`src/rtl/motor_pkg.sv`:
```
// Shared definitions for the motor fault monitor: FSM encoding, fault codes
// and default parameter values.
package motor_pkg;

    localparam int DEF_N_CH     = 2;
    localparam int DEF_DATA_W   = 16;
    localparam int DEF_AVG_LOG2 = 2;
    localparam int DEF_DEB_CNT  = 3;

    typedef enum logic [1:0] {
        ST_NORMAL  = 2'b00,
        ST_PENDING = 2'b01,
        ST_FAULT   = 2'b10
    } chan_state_t;

    localparam logic [1:0] CODE_NONE        = 2'b00;
    localparam logic [1:0] CODE_OVERCURRENT = 2'b01;
    localparam logic [1:0] CODE_STALL       = 2'b10;
    localparam logic [1:0] CODE_OVERSPEED   = 2'b11;

endpackage

```
`src/rtl/motor_fault_monitor_if.sv`:
```
// Sample bus carrying per-channel current and speed from the sensing front end.
interface motor_sample_if #(
    parameter int N_CH   = 2,
    parameter int DATA_W = 16
);
    logic                     sample_valid;
    logic [N_CH*DATA_W-1:0]   current_in;
    logic [N_CH*DATA_W-1:0]   speed_in;

    modport master (output sample_valid, current_in, speed_in);
    modport slave  (input  sample_valid, current_in, speed_in);
endinterface

```
`src/rtl/motor_fault_chan.sv`:
```
// One motor channel: classifies each window average and debounces violations
// into a sticky, clearable fault.
module motor_fault_chan
    import motor_pkg::*;
#(
    parameter int DATA_W  = DEF_DATA_W,
    parameter int DEB_CNT = DEF_DEB_CNT
) (
    input  logic              clk,
    input  logic              rst_n,
    input  logic              avg_valid,
    input  logic [DATA_W-1:0] avg_i,
    input  logic [DATA_W-1:0] avg_s,
    input  logic [DATA_W-1:0] i_max,
    input  logic [DATA_W-1:0] i_stall,
    input  logic [DATA_W-1:0] spd_min,
    input  logic [DATA_W-1:0] spd_max,
    input  logic              fault_clr,
    output logic              fault_detected,
    output logic [1:0]        fault_code
);

    localparam logic [7:0] DEB_LAST = 8'(DEB_CNT);

    chan_state_t state_q, state_d;
    logic [7:0]  cnt_q, cnt_d;
    logic [1:0]  code_q, code_d;
    logic [1:0]  viol_code;
    logic [7:0]  cnt_inc;

    // Highest-priority violation wins; CODE_NONE means the average is healthy.
    always_comb begin
        viol_code = CODE_NONE;
        if (avg_i > i_max)
            viol_code = CODE_OVERCURRENT;
        else if ((avg_i > i_stall) && (avg_s < spd_min))
            viol_code = CODE_STALL;
        else if (avg_s > spd_max)
            viol_code = CODE_OVERSPEED;
    end

    assign cnt_inc = cnt_q + 8'd1;

    // NOTE: every output of this block gets a default first so no path can infer a latch.
    always_comb begin
        state_d = state_q;
        cnt_d   = cnt_q;
        code_d  = code_q;
        if (fault_clr) begin
            state_d = ST_NORMAL;
            cnt_d   = '0;
            code_d  = CODE_NONE;
        end else if (avg_valid) begin
            case (state_q)
                ST_NORMAL: begin
                    if (viol_code != CODE_NONE) begin
                        if (DEB_CNT == 1) begin
                            state_d = ST_FAULT;
                            code_d  = viol_code;
                        end else begin
                            state_d = ST_PENDING;
                        end
                        cnt_d = 8'd1;
                    end
                end
                ST_PENDING: begin
                    if (viol_code != CODE_NONE) begin
                        cnt_d = cnt_inc;
                        if (cnt_inc >= DEB_LAST) begin
                            state_d = ST_FAULT;
                            code_d  = viol_code;
                        end
                    end else begin
                        state_d = ST_NORMAL;
                        cnt_d   = '0;
                    end
                end
                ST_FAULT: ;
                default: begin
                    state_d = ST_NORMAL;
                    cnt_d   = '0;
                    code_d  = CODE_NONE;
                end
            endcase
        end
    end

    always_ff @(posedge clk) begin
        if (!rst_n) begin
            state_q <= ST_NORMAL;
            cnt_q   <= '0;
            code_q  <= CODE_NONE;
        end else begin
            state_q <= state_d;
            cnt_q   <= cnt_d;
            code_q  <= code_d;
        end
    end

    assign fault_detected = (state_q == ST_FAULT);
    assign fault_code     = code_q;

endmodule

```
`src/rtl/motor_fault_monitor.sv`:
```
// Multi-channel motor fault monitor: windowed averaging of current/speed
// samples feeding one debounced fault FSM per channel.
module motor_fault_monitor
    import motor_pkg::*;
#(
    parameter int N_CH     = DEF_N_CH,
    parameter int DATA_W   = DEF_DATA_W,
    parameter int AVG_LOG2 = DEF_AVG_LOG2,
    parameter int DEB_CNT  = DEF_DEB_CNT
) (
    input  logic                clk,
    input  logic                rst_n,
    motor_sample_if.slave       smp,
    input  logic [DATA_W-1:0]   i_max,
    input  logic [DATA_W-1:0]   i_stall,
    input  logic [DATA_W-1:0]   spd_min,
    input  logic [DATA_W-1:0]   spd_max,
    input  logic [N_CH-1:0]     fault_clr,
    output logic                avg_valid,
    output logic [N_CH-1:0]     fault_detected,
    output logic [2*N_CH-1:0]   fault_code,
    output logic                fault_any
);

    localparam int ACC_W = DATA_W + AVG_LOG2;
    localparam int CNT_W = (AVG_LOG2 > 0) ? AVG_LOG2 : 1;
    localparam logic [CNT_W-1:0] WIN_LAST = CNT_W'((1 << AVG_LOG2) - 1);

    logic [CNT_W-1:0]  win_cnt;
    logic              win_last;
    logic              win_done;
    logic [ACC_W-1:0]  acc_i [N_CH];
    logic [ACC_W-1:0]  acc_s [N_CH];
    logic [ACC_W-1:0]  sum_i [N_CH];
    logic [ACC_W-1:0]  sum_s [N_CH];
    // Stage averages separately so back-to-back windows cannot overwrite the
    // value the channel FSMs are still evaluating.
    logic [DATA_W-1:0] avg_stage_i [N_CH];
    logic [DATA_W-1:0] avg_stage_s [N_CH];
    logic [DATA_W-1:0] avg_out_i   [N_CH];
    logic [DATA_W-1:0] avg_out_s   [N_CH];

    assign win_last = smp.sample_valid && (win_cnt == WIN_LAST);

    always_comb begin
        for (int c = 0; c < N_CH; c++) begin
            sum_i[c] = acc_i[c] + ACC_W'(smp.current_in[c*DATA_W +: DATA_W]);
            sum_s[c] = acc_s[c] + ACC_W'(smp.speed_in[c*DATA_W +: DATA_W]);
        end
    end

    // NOTE: sequential state is assigned with <= so every register samples pre-edge values.
    always_ff @(posedge clk) begin
        if (!rst_n) begin
            win_cnt   <= '0;
            win_done  <= 1'b0;
            avg_valid <= 1'b0;
            // NOTE: these arrays are small per-channel registers, not RAM, so resetting them is cheap and required.
            for (int c = 0; c < N_CH; c++) begin
                acc_i[c]       <= '0;
                acc_s[c]       <= '0;
                avg_stage_i[c] <= '0;
                avg_stage_s[c] <= '0;
                avg_out_i[c]   <= '0;
                avg_out_s[c]   <= '0;
            end
        end else begin
            win_done  <= win_last;
            avg_valid <= win_done;
            for (int c = 0; c < N_CH; c++) begin
                if (win_done) begin
                    avg_out_i[c] <= avg_stage_i[c];
                    avg_out_s[c] <= avg_stage_s[c];
                end
                if (win_last) begin
                    avg_stage_i[c] <= DATA_W'(sum_i[c] >> AVG_LOG2);
                    avg_stage_s[c] <= DATA_W'(sum_s[c] >> AVG_LOG2);
                    acc_i[c]       <= '0;
                    acc_s[c]       <= '0;
                end else if (smp.sample_valid) begin
                    acc_i[c] <= sum_i[c];
                    acc_s[c] <= sum_s[c];
                end
            end
            if (smp.sample_valid)
                win_cnt <= win_last ? '0 : win_cnt + CNT_W'(1);
        end
    end

    for (genvar c = 0; c < N_CH; c++) begin : g_chan
        motor_fault_chan #(
            .DATA_W  (DATA_W),
            .DEB_CNT (DEB_CNT)
        ) u_chan (
            .clk            (clk),
            .rst_n          (rst_n),
            .avg_valid      (avg_valid),
            .avg_i          (avg_out_i[c]),
            .avg_s          (avg_out_s[c]),
            .i_max          (i_max),
            .i_stall        (i_stall),
            .spd_min        (spd_min),
            .spd_max        (spd_max),
            .fault_clr      (fault_clr[c]),
            .fault_detected (fault_detected[c]),
            .fault_code     (fault_code[2*c +: 2])
        );
    end

    assign fault_any = |fault_detected;

endmodule
```
`src/flat_wrapper.sv`:
```
// flat-port wrapper written by rule: the top's interface ports become plain ports
module motor_fault_monitor_flat import motor_pkg::*;
#(
    parameter int N_CH     = DEF_N_CH,
    parameter int DATA_W   = DEF_DATA_W,
    parameter int AVG_LOG2 = DEF_AVG_LOG2,
    parameter int DEB_CNT  = DEF_DEB_CNT
)
  (clk, rst_n, i_max, i_stall, spd_min, spd_max, fault_clr, avg_valid, fault_detected, fault_code, fault_any, smp_sample_valid, smp_current_in, smp_speed_in);
  motor_sample_if #(.N_CH(N_CH), .DATA_W(DATA_W)) smp_i ();
  input  logic clk;
  input  logic rst_n;
  input  logic [DATA_W-1:0] i_max;
  input  logic [DATA_W-1:0] i_stall;
  input  logic [DATA_W-1:0] spd_min;
  input  logic [DATA_W-1:0] spd_max;
  input  logic [N_CH-1:0] fault_clr;
  output logic avg_valid;
  output logic [N_CH-1:0] fault_detected;
  output logic [2*N_CH-1:0] fault_code;
  output logic fault_any;
  input wire logic [$bits(smp_i.sample_valid)-1:0] smp_sample_valid;
  input wire logic [$bits(smp_i.current_in)-1:0] smp_current_in;
  input wire logic [$bits(smp_i.speed_in)-1:0] smp_speed_in;
  assign smp_i.sample_valid = smp_sample_valid;
  assign smp_i.current_in = smp_current_in;
  assign smp_i.speed_in = smp_speed_in;
  motor_fault_monitor #(.N_CH(N_CH), .DATA_W(DATA_W), .AVG_LOG2(AVG_LOG2), .DEB_CNT(DEB_CNT)) u_core (.clk(clk), .rst_n(rst_n), .smp(smp_i), .i_max(i_max), .i_stall(i_stall), .spd_min(spd_min), .spd_max(spd_max), .fault_clr(fault_clr), .avg_valid(avg_valid), .fault_detected(fault_detected), .fault_code(fault_code), .fault_any(fault_any));
endmodule
```
`config.mk`:
```
export PLATFORM = sky130hd
export DESIGN_NAME = motor_fault_monitor_flat
export DESIGN_NICKNAME = d
export VERILOG_FILES = /design/src/rtl/motor_pkg.sv /design/src/rtl/motor_fault_monitor_if.sv /design/src/rtl/motor_fault_chan.sv /design/src/rtl/motor_fault_monitor.sv /design/src/flat_wrapper.sv
export SDC_FILE = /design/constraint.sdc
export NUM_CORES = 1
export LEC_CHECK = 0
export BUFFER_PORTS_ARGS = -buffer_cell sky130_fd_sc_hd__buf_2
export CAP_MARGIN = 20
export CORE_MARGIN = 5
export CORE_UTILIZATION = 48
export DETAILED_ROUTE_END_ITERATION = 10
export HOLD_SLACK_MARGIN = 0.06
export PLACE_DENSITY = 0.66
export SYNTH_ARGS = -nofsm -noshare
export SYNTH_HDL_FRONTEND = slang
export SYNTH_SLANG_ARGS = --single-unit
```
`constraint.sdc`:
```
create_clock -name clk -period 4.75 [get_ports clk]
set_clock_uncertainty 0.2 [all_clocks]
set_input_delay 0.475 -clock clk [delete_from_list [all_inputs] [get_ports clk]]
set_output_delay 0.475 -clock clk [all_outputs]
set_load 0.02 [all_outputs]
```
==> metrics.md, run 1 <==
| Metric | Value |
|---|---|
| Status | finished clean |
| Drt total wl | 33.81 mm |
| Grt total ovfl | 0 |
| Worst setup margin | 1.636 ns |
| Seq/Total Area, Yosys | 44.81% |
| Post-synthesis compound-gate area fraction | 13.65% |
| Synth Area in XOR/XNOR | 3.766% |
| CTS sink cnt | around 230 |
| PwrDens | 343.8 nW/um^2 |
| CTS tree | done |
| IO Pins | 141 |
| # Post-CTS Setup Buffers | 0 |
| Slew Viols, Final | 0 |
| CTS clk-pin slew, worst paths | ~0.060 ns |
| Mapped Cells | 1406 |
| First-pass GRT wire length | 53.75 mm |
| Combinational family with the most area after synthesis | adder cells |
| H-Tree Depth | 1 |
| Busiest metal layer after global routing | met2 |
| Drt initial violations | 582 |
| Largest net degree at the start of global routing | 73 |
| Vias | 10.89k |
| CP max stage cell | o31ai_1 |
| IO buf count | 140 |
| Syn avg cell area | 10.42 um^2 |
| Max cap viols | 0 |
| Peak supply drop | 0.2574 mV |
| Die W | 184.7 um |
| Sum Neg Setup Slack | 0 ns |
| Global-route usage over all layers | between 15 and 20% |
| Post-DP HPWL | 25.33 mm |
| GPL Wtd Cong | 0.8590 |
| Endpoints failing setup | 0 |
| Initial Util | between 40% and 50% |
| Die area | approximately 34000 um^2 |
| RSZ-0062 raised after global routing | false |
| Ys Warns | 0 |
| Hold Crit Class | input port to flip-flop |
| Simple-gate area share of the yosys netlist | 16.77% |
| Initial antenna violation count | 0 |
| P_leak | between 7 and 8 nW |
| Netlist cell types | 81 |
| Global routing usage on met1 | 29.14% |
| Share of layout cells above drive strength 1 | between 10 and 15% |
| Minimum clock period | 3.114 ns |
| Root buffer cell | clkbuf_16 |
| Cell-by-cell trace of the critical path | ha_1 -> inv_1 -> fa_1 -> nor2b_1 -> o31ai_1 -> a211oi_1 -> o221ai_1 -> o21ai_1 -> o41ai_1 -> xor2_1 -> nor2_1 |
| Number of flops mapped to enable cells by yosys | 200 |
| Worst rel slew slack | between 40% and 50% |
| Cts repair resizes | 0 |
| Met2 Usage GRT | 29.98% |
| Cell taking the most area after synthesis | edfxtp_1 |
| Number of synthesized register bits | 228 |
| Clk Latency, worst-skew pair | 0.55 ns |
| Top cells by area, synth | edfxtp_1 (41%), ha_1 (17%), nor2_1 (4.3%) |
| Cell Area, Synth | 14650 um^2 |
| Crit path kind | flip-flop to flip-flop |
| Clk buf depth | 3 |
| Row cnt | 64 |
| CP max stage delay | approximately 0.43 ns |
| Nets | 1881 |
| Syn-to-layout area delta | 14.97% |
| Pre-CTS setup slack | 1.478 ns |
| Detailed-router iteration count before antenna repair | 4 |
| Wire length per cell | 17.19 um |
| CP Capture Type | flip-flop |
| CTS buffer count | 28 |
| Core Area | 30350 um^2 |
| Antenna Violating Nets Remaining | 0 |
| Worst slew pin tran | 0.8562 ns |
| Fin crit share | 65.55% |
| Most frequent cells after synthesis | edfxtp_1 (200), ha_1 (195), nor2_1 (166) |
| Startpoint types | flip-flop |
| Vias in the first global route | 10.38k |
| Hold-fix buffers, CTS | 1 |
| Via/cell ratio | roughly 5.5 |
| Final hold violation count | 0 |
| Synth Area in Adders | 17.20% |
| DRC viols | 0 |
| CP Data Required Time | 4.84 ns |
| Synth top area share | about two fifths |
| FMAX | roughly 320 MHz |
| GR Util met3 | 2.960% |
| Height of the die | 184.7 um |
| Primary FF master, synth | edfxtp_1 |
| Most common cell in the synthesized netlist | edfxtp_1 |
| Crit path DAT | 3.20 ns |
| Async SR Flop Fraction | 0% |
| Worst-path fanout max | 4 |
| Mux cell area share after synthesis | 0.06831% |
| Syn Nets | 1738 |
==> metrics by stage <==
stage | area [um^2] | utilization (%) | hold WS, ns | total power [mW] | instances
floorplan | 14650 | - | 0.2494 | 3.173 | 1406
global placement | 15770 | 51.97 | 0.2621 | 3.447 | 1913
detailed placement | 15770 | 51.97 | 0.2687 | 3.470 | 1913
CTS | 16820 | 55.41 | 0.1215 | 5.834 | 1965
global route | 16840 | 55.50 | 0.1595 | 6.073 | 1966
finish | 16850 | 55.51 | 0.1490 | 5.791 | 1967
==> final timing paths <==
path                                                     endpoint  slack, ns                                            start  depth (start not counted)
setup / recovery          u_core.avg_stage_i[0][14]$_SDFFCE_PN0P_       1.64                 u_core.acc_i[0][0]$_SDFFCE_PN0P_                         11
hold / removal                   u_core.acc_i[0][0]$_SDFFCE_PN0P_       0.15                                smp_current_in[0]                          4
setup reg to reg          u_core.avg_stage_i[0][14]$_SDFFCE_PN0P_       1.64                 u_core.acc_i[0][0]$_SDFFCE_PN0P_                         11
hold reg to reg   u_core.g_chan[1].u_chan.state_q[1]$_SDFFE_PP0P_       0.28  u_core.g_chan[1].u_chan.state_q[1]$_SDFFE_PP0P_                          2
==> critical path: cells and delay by family, from the launching register on <==
family                   cells  cell delay (ns)
AO/OA/AOI/OAI                5             1.44
XOR/XNOR                     1             0.23
adder cells (fa/ha/maj)      2             0.43
buffers and inverters        1             0.07
flip-flops                   1             0.36
AND/OR/NAND/NOR              2             0.13
==> routing by layer <==
metal / up-vias / share of wire, % / wire length (um)
li1: 5473 / - / -
met1: 5119 / 49 / 16540
met2: 254 / 44 / 14920
met3: 40 / 5.2 / 1765
met4: 0 / 1.7 / 584
met5: - / 0 / 0
==> kinds of logic (layout without fill, tap and decap cells) <==
kind of cell	Yosys count	count (layout)
xor gates and xnor gates	63	63
muxes	1	1
DFF	228	228
other	0	1
adders and majority gates	199	199
and+or+nand+nor	486	486
buffers and inverters	140	304
AOI/OAI and AO/OA	289	289
==> state kept, by name, summed over array words and instances, names as in the netlist <==
register / flops
u_core.avg_stage_i: 32
u_core.g_chan.u_chan.cnt_q: 16
u_core.avg_valid: 1
u_core.avg_out_i: 32
u_core.win_done: 1
u_core.g_chan.u_chan.fault_code: 4
u_core.win_cnt: 2
u_core.acc_i: 36
u_core.acc_s: 36
u_core.g_chan.u_chan.state_q: 4
u_core.avg_out_s: 32
u_core.avg_stage_s: 32
==> cell type report <==
cell class,instances,area (um^2)
inverters,101,379.1
fillers,2672,13500
diodes,1,2.502
clock buffers,35,757.0
well taps,396,495.5
multi-input cells,1038,7556
clock inverters,16,276.5
flip-flops and latches,228,6566
repair buffers,152,813.3
==> report_power, final <==
group	switching, mW	leakage [nW]	internal, mW
combinational	0.639	4.92	0.438
clock	0.883	0.490	1.47
sequential	0.0531	2.34	2.31
total	1.57	7.75	4.22
==> cell usage in the layout, fill, tap and decap left out, types with 20 or more instances in the layout <==
cell type,synthesis,layout
o21ai_0,40,40
clkbuf_16,0,28
xor2_1,40,40
nand3_1,30,29
nor2b_1,24,24
nor2_1,166,166
inv_1,101,101
and2_1,20,20
ha_1,195,195
buf_2,0,140
and3_1,76,76
dfxtp_1,28,28
nand4_1,25,25
a21oi_1,85,85
xnor2_1,23,23
a21o_1,35,35
nand2_1,71,70
edfxtp_1,200,200
(Power assumes the default switching activity.)
==> run 2, diff against run 1 <==
--- a/config.mk
+++ b/config.mk
@@ -11,7 +11,7 @@
 export CORE_UTILIZATION = 48
 export DETAILED_ROUTE_END_ITERATION = 10
 export HOLD_SLACK_MARGIN = 0.06
-export PLACE_DENSITY = 0.66
+export PLACE_DENSITY = 0.68
 export SYNTH_ARGS = -nofsm -noshare
 export SYNTH_HDL_FRONTEND = slang
 export SYNTH_SLANG_ARGS = --single-unit
==> constraint.sdc (replaced) <==
create_clock -name clk -period 2.5 [get_ports clk]
set_clock_uncertainty 0.2 [all_clocks]
set_input_delay 0.25 -clock clk [delete_from_list [all_inputs] [get_ports clk]]
set_output_delay 0.25 -clock clk [all_outputs]
set_load 0.02 [all_outputs]
==> metrics.md, run 2 (synthesized netlist as in run 1, its figures left out) <==
| Metric | Value |
|---|---|
| Initial antenna violation count | 0 |
| RSZ-0062 raised after global routing | true |
| Crit path DAT | 3.03 ns |
| Clk buf depth | 3 |
| PwrDens | slightly below 600 nW/um^2 |
| Post-DP HPWL | 26.80 mm |
| Commonest non-fill, non-tap cells in the layout | edfxtp_1 (200), buf_4 (169), ha_1 (167) |
| Startpoint types | flip-flop |
| Largest regs | u_core.acc_i (36), u_core.acc_s (36) |
| Final total power | approximately 11 mW |
| Core Area | 30350 um^2 |
| CP Data Required Time | ~2.8 ns |
| Clk Latency, worst-skew pair | 0.55 ns |
| Combinational power share | 26.2% |
| Antenna Violating Nets Remaining | 0 |
| CTS sink cnt | roughly 230 |
| N_diodes | 0 |
| Psw | 3.324 mW |
| Pre-CTS setup slack | -0.3753 ns |
| Endpoints failing setup | 81 |
| Worst rel slew slack | 53.78% |
| Worst setup margin | -0.2854 ns |
| Largest net degree at the start of global routing | 66 |
| Vias in the first global route | 11.76k |
| Root buffer cell | clkbuf_16 |
| Reg power frac | 39.4% |
| Initial Util | 48.28% |
| Status | finished with violations |
| Clock share of power | between 30 and 40% |
| Peak supply drop | approximately 0.61 mV |
| CTS buffer count | 28 |
| Worst-path fanout max | 5 |
| CTS tree | done |
| Die area | 34120 um^2 |
| Drt initial violations | about 660 |
| Internal power | between 8 and 9 mW |
| Hold Crit Class | input port to flip-flop |
| Die W | 184.7 um |
| Detailed-router iteration count before antenna repair | 5 |
| Minimum clock period | 2.785 ns |
| Max cap viols | 0 |
| Via/cell ratio | 5.534 |
| CP Capture Type | flip-flop |
| Switching share of power | 29.09% |
| IO Pins | between 100 and 150 |
| Row cnt | 64 |
| Syn-to-layout area delta | 32.80% |
| Slew Viols, Final | 0 |
| Crit path kind | flip-flop to flip-flop |
| Drt total wl | 38.31 mm |
| Worst slew pin tran | 0.6933 ns |
| Height of the die | 184.7 um |
| Final hold violation count | 0 |
| Hold_ws | roughly 0.09 ns |
| CTS clk-pin slew, worst paths | 0.06 ns |
| Vias | 11.92k |
| GPL Wtd Cong | 0.8896 |
| Wire length per cell | 17.79 um |
| Fin crit share | 111.4% |
| DRC viols | 0 |
| Grt total ovfl | 0 |
| FMAX | between 300 and 400 MHz |
| H-Tree Depth | 1 |
| Global-route usage over all layers | 21.29% |
| Nets | 2068 |
| Failing checks | setup timing |
| Sum Neg Setup Slack | -9.907 ns |
| Share of layout cells above drive strength 1 | 32.65% |
| P_leak | just under 9 nW |
| IO buf count | 140 |
| First-pass GRT wire length | 59.28 mm |
| Commonest non-fill, non-tap cell in the layout | edfxtp_1 |
run 2: cell types whose count changed in the layout (fill, tap and decap cells not counted), moves of 13 or more:
cell / change
buf_6: +13
buf_4: +159
ha_4: +24
a21oi_1: -31
ha_1: -28
a21oi_2: +26
o21ai_0: -15
run 2: layout make-up:
type | count | area [um^2]
fill | 2386 | 10890
tap | 396 | 495.5
multi-input combinational | 1039 | 8817
clock inverter | 16 | 163.9
sequential | 228 | 6566
inverter | 101 | 379.1
timing repair buffer | 338 | 2306
clock buffer | 36 | 730.7
run 2: what timing repair did:
action / 4_1_cts / 5_1_grt
hold buffers: 13 / 0
resized for setup: 112 / 103
cloned: 1 / 0
endpoints found under the setup margin: 90 / 104
pin swaps: 110 / 93
buffers inserted: 26 / 17
endpoints found under the hold margin: 32 / 0
run 2: stage by stage:
| step | cell area [um^2] | utilization [%] | cells |
|---|---|---|---|
| 2_1_floorplan | 14770 | - | 1406 |
| 3_3_place_gp | 16940 | 55.83 | 2051 |
| 3_5_place_dp | 16940 | 55.83 | 2051 |
| 4_1_cts | 18730 | 61.72 | 2141 |
| 5_1_grt | 19460 | 64.12 | 2154 |
| 6_report | 19460 | 64.12 | 2154 |
run 2: final timing paths:
| check | startpoint | to | slack [ns] | cells after the start |
|---|---|---|---|---|
| worst max-delay path | u_core.avg_out_i[0][27]$_SDFFCE_PN0P_ | u_core.g_chan[1].u_chan.cnt_q[7]$_SDFFE_PP0P_ | -0.29 | 9 |
| worst min-delay path | smp_current_in[31] | u_core.acc_i[1][15]$_SDFFCE_PN0P_ | 0.09 | 4 |
| worst max register to register | u_core.avg_out_i[0][27]$_SDFFCE_PN0P_ | u_core.g_chan[1].u_chan.cnt_q[7]$_SDFFE_PP0P_ | -0.29 | 9 |
| worst min register to register | u_core.g_chan[1].u_chan.cnt_q[6]$_SDFFE_PP0P_ | u_core.g_chan[1].u_chan.cnt_q[6]$_SDFFE_PP0P_ | 0.30 | 1 |
run 2: power by group through the flow:
stage	logic (mW)	clock network (mW)	registers, mW
2_1_floorplan	1.53	0	4.53
3_3_place_gp	2.33	0	4.56
3_5_place_dp	2.38	0	4.57
4_1_cts	2.70	4.00	4.50
5_1_grt	3.27	4.17	4.52
6_report	2.99	3.93	4.50
run 2: worst max-delay path, stage by stage (launching register included):
cell	delay, ns
edfxtp_1	0.45
ha_4	0.27
a21o_2	0.21
a221oi_2	0.28
o211ai_1	0.21
o211ai_4	0.26
o221ai_4	0.17
a31o_4	0.28
o211ai_1	0.11
a21bo_1	0.23
run 2: per-layer routing:
| metal | vias up | wire length [um] | global-route usage (%) |
|---|---|---|---|
| met1 | 5638 | 17240 | 30.14 |
| met2 | 350 | 17630 | 34.44 |
| met5 | - | 0 | 0 |
| met3 | 79 | 2360 | 3.276 |
| met4 | 0 | 1080 | 5.608 |
| li1 | 5854 | - | - |
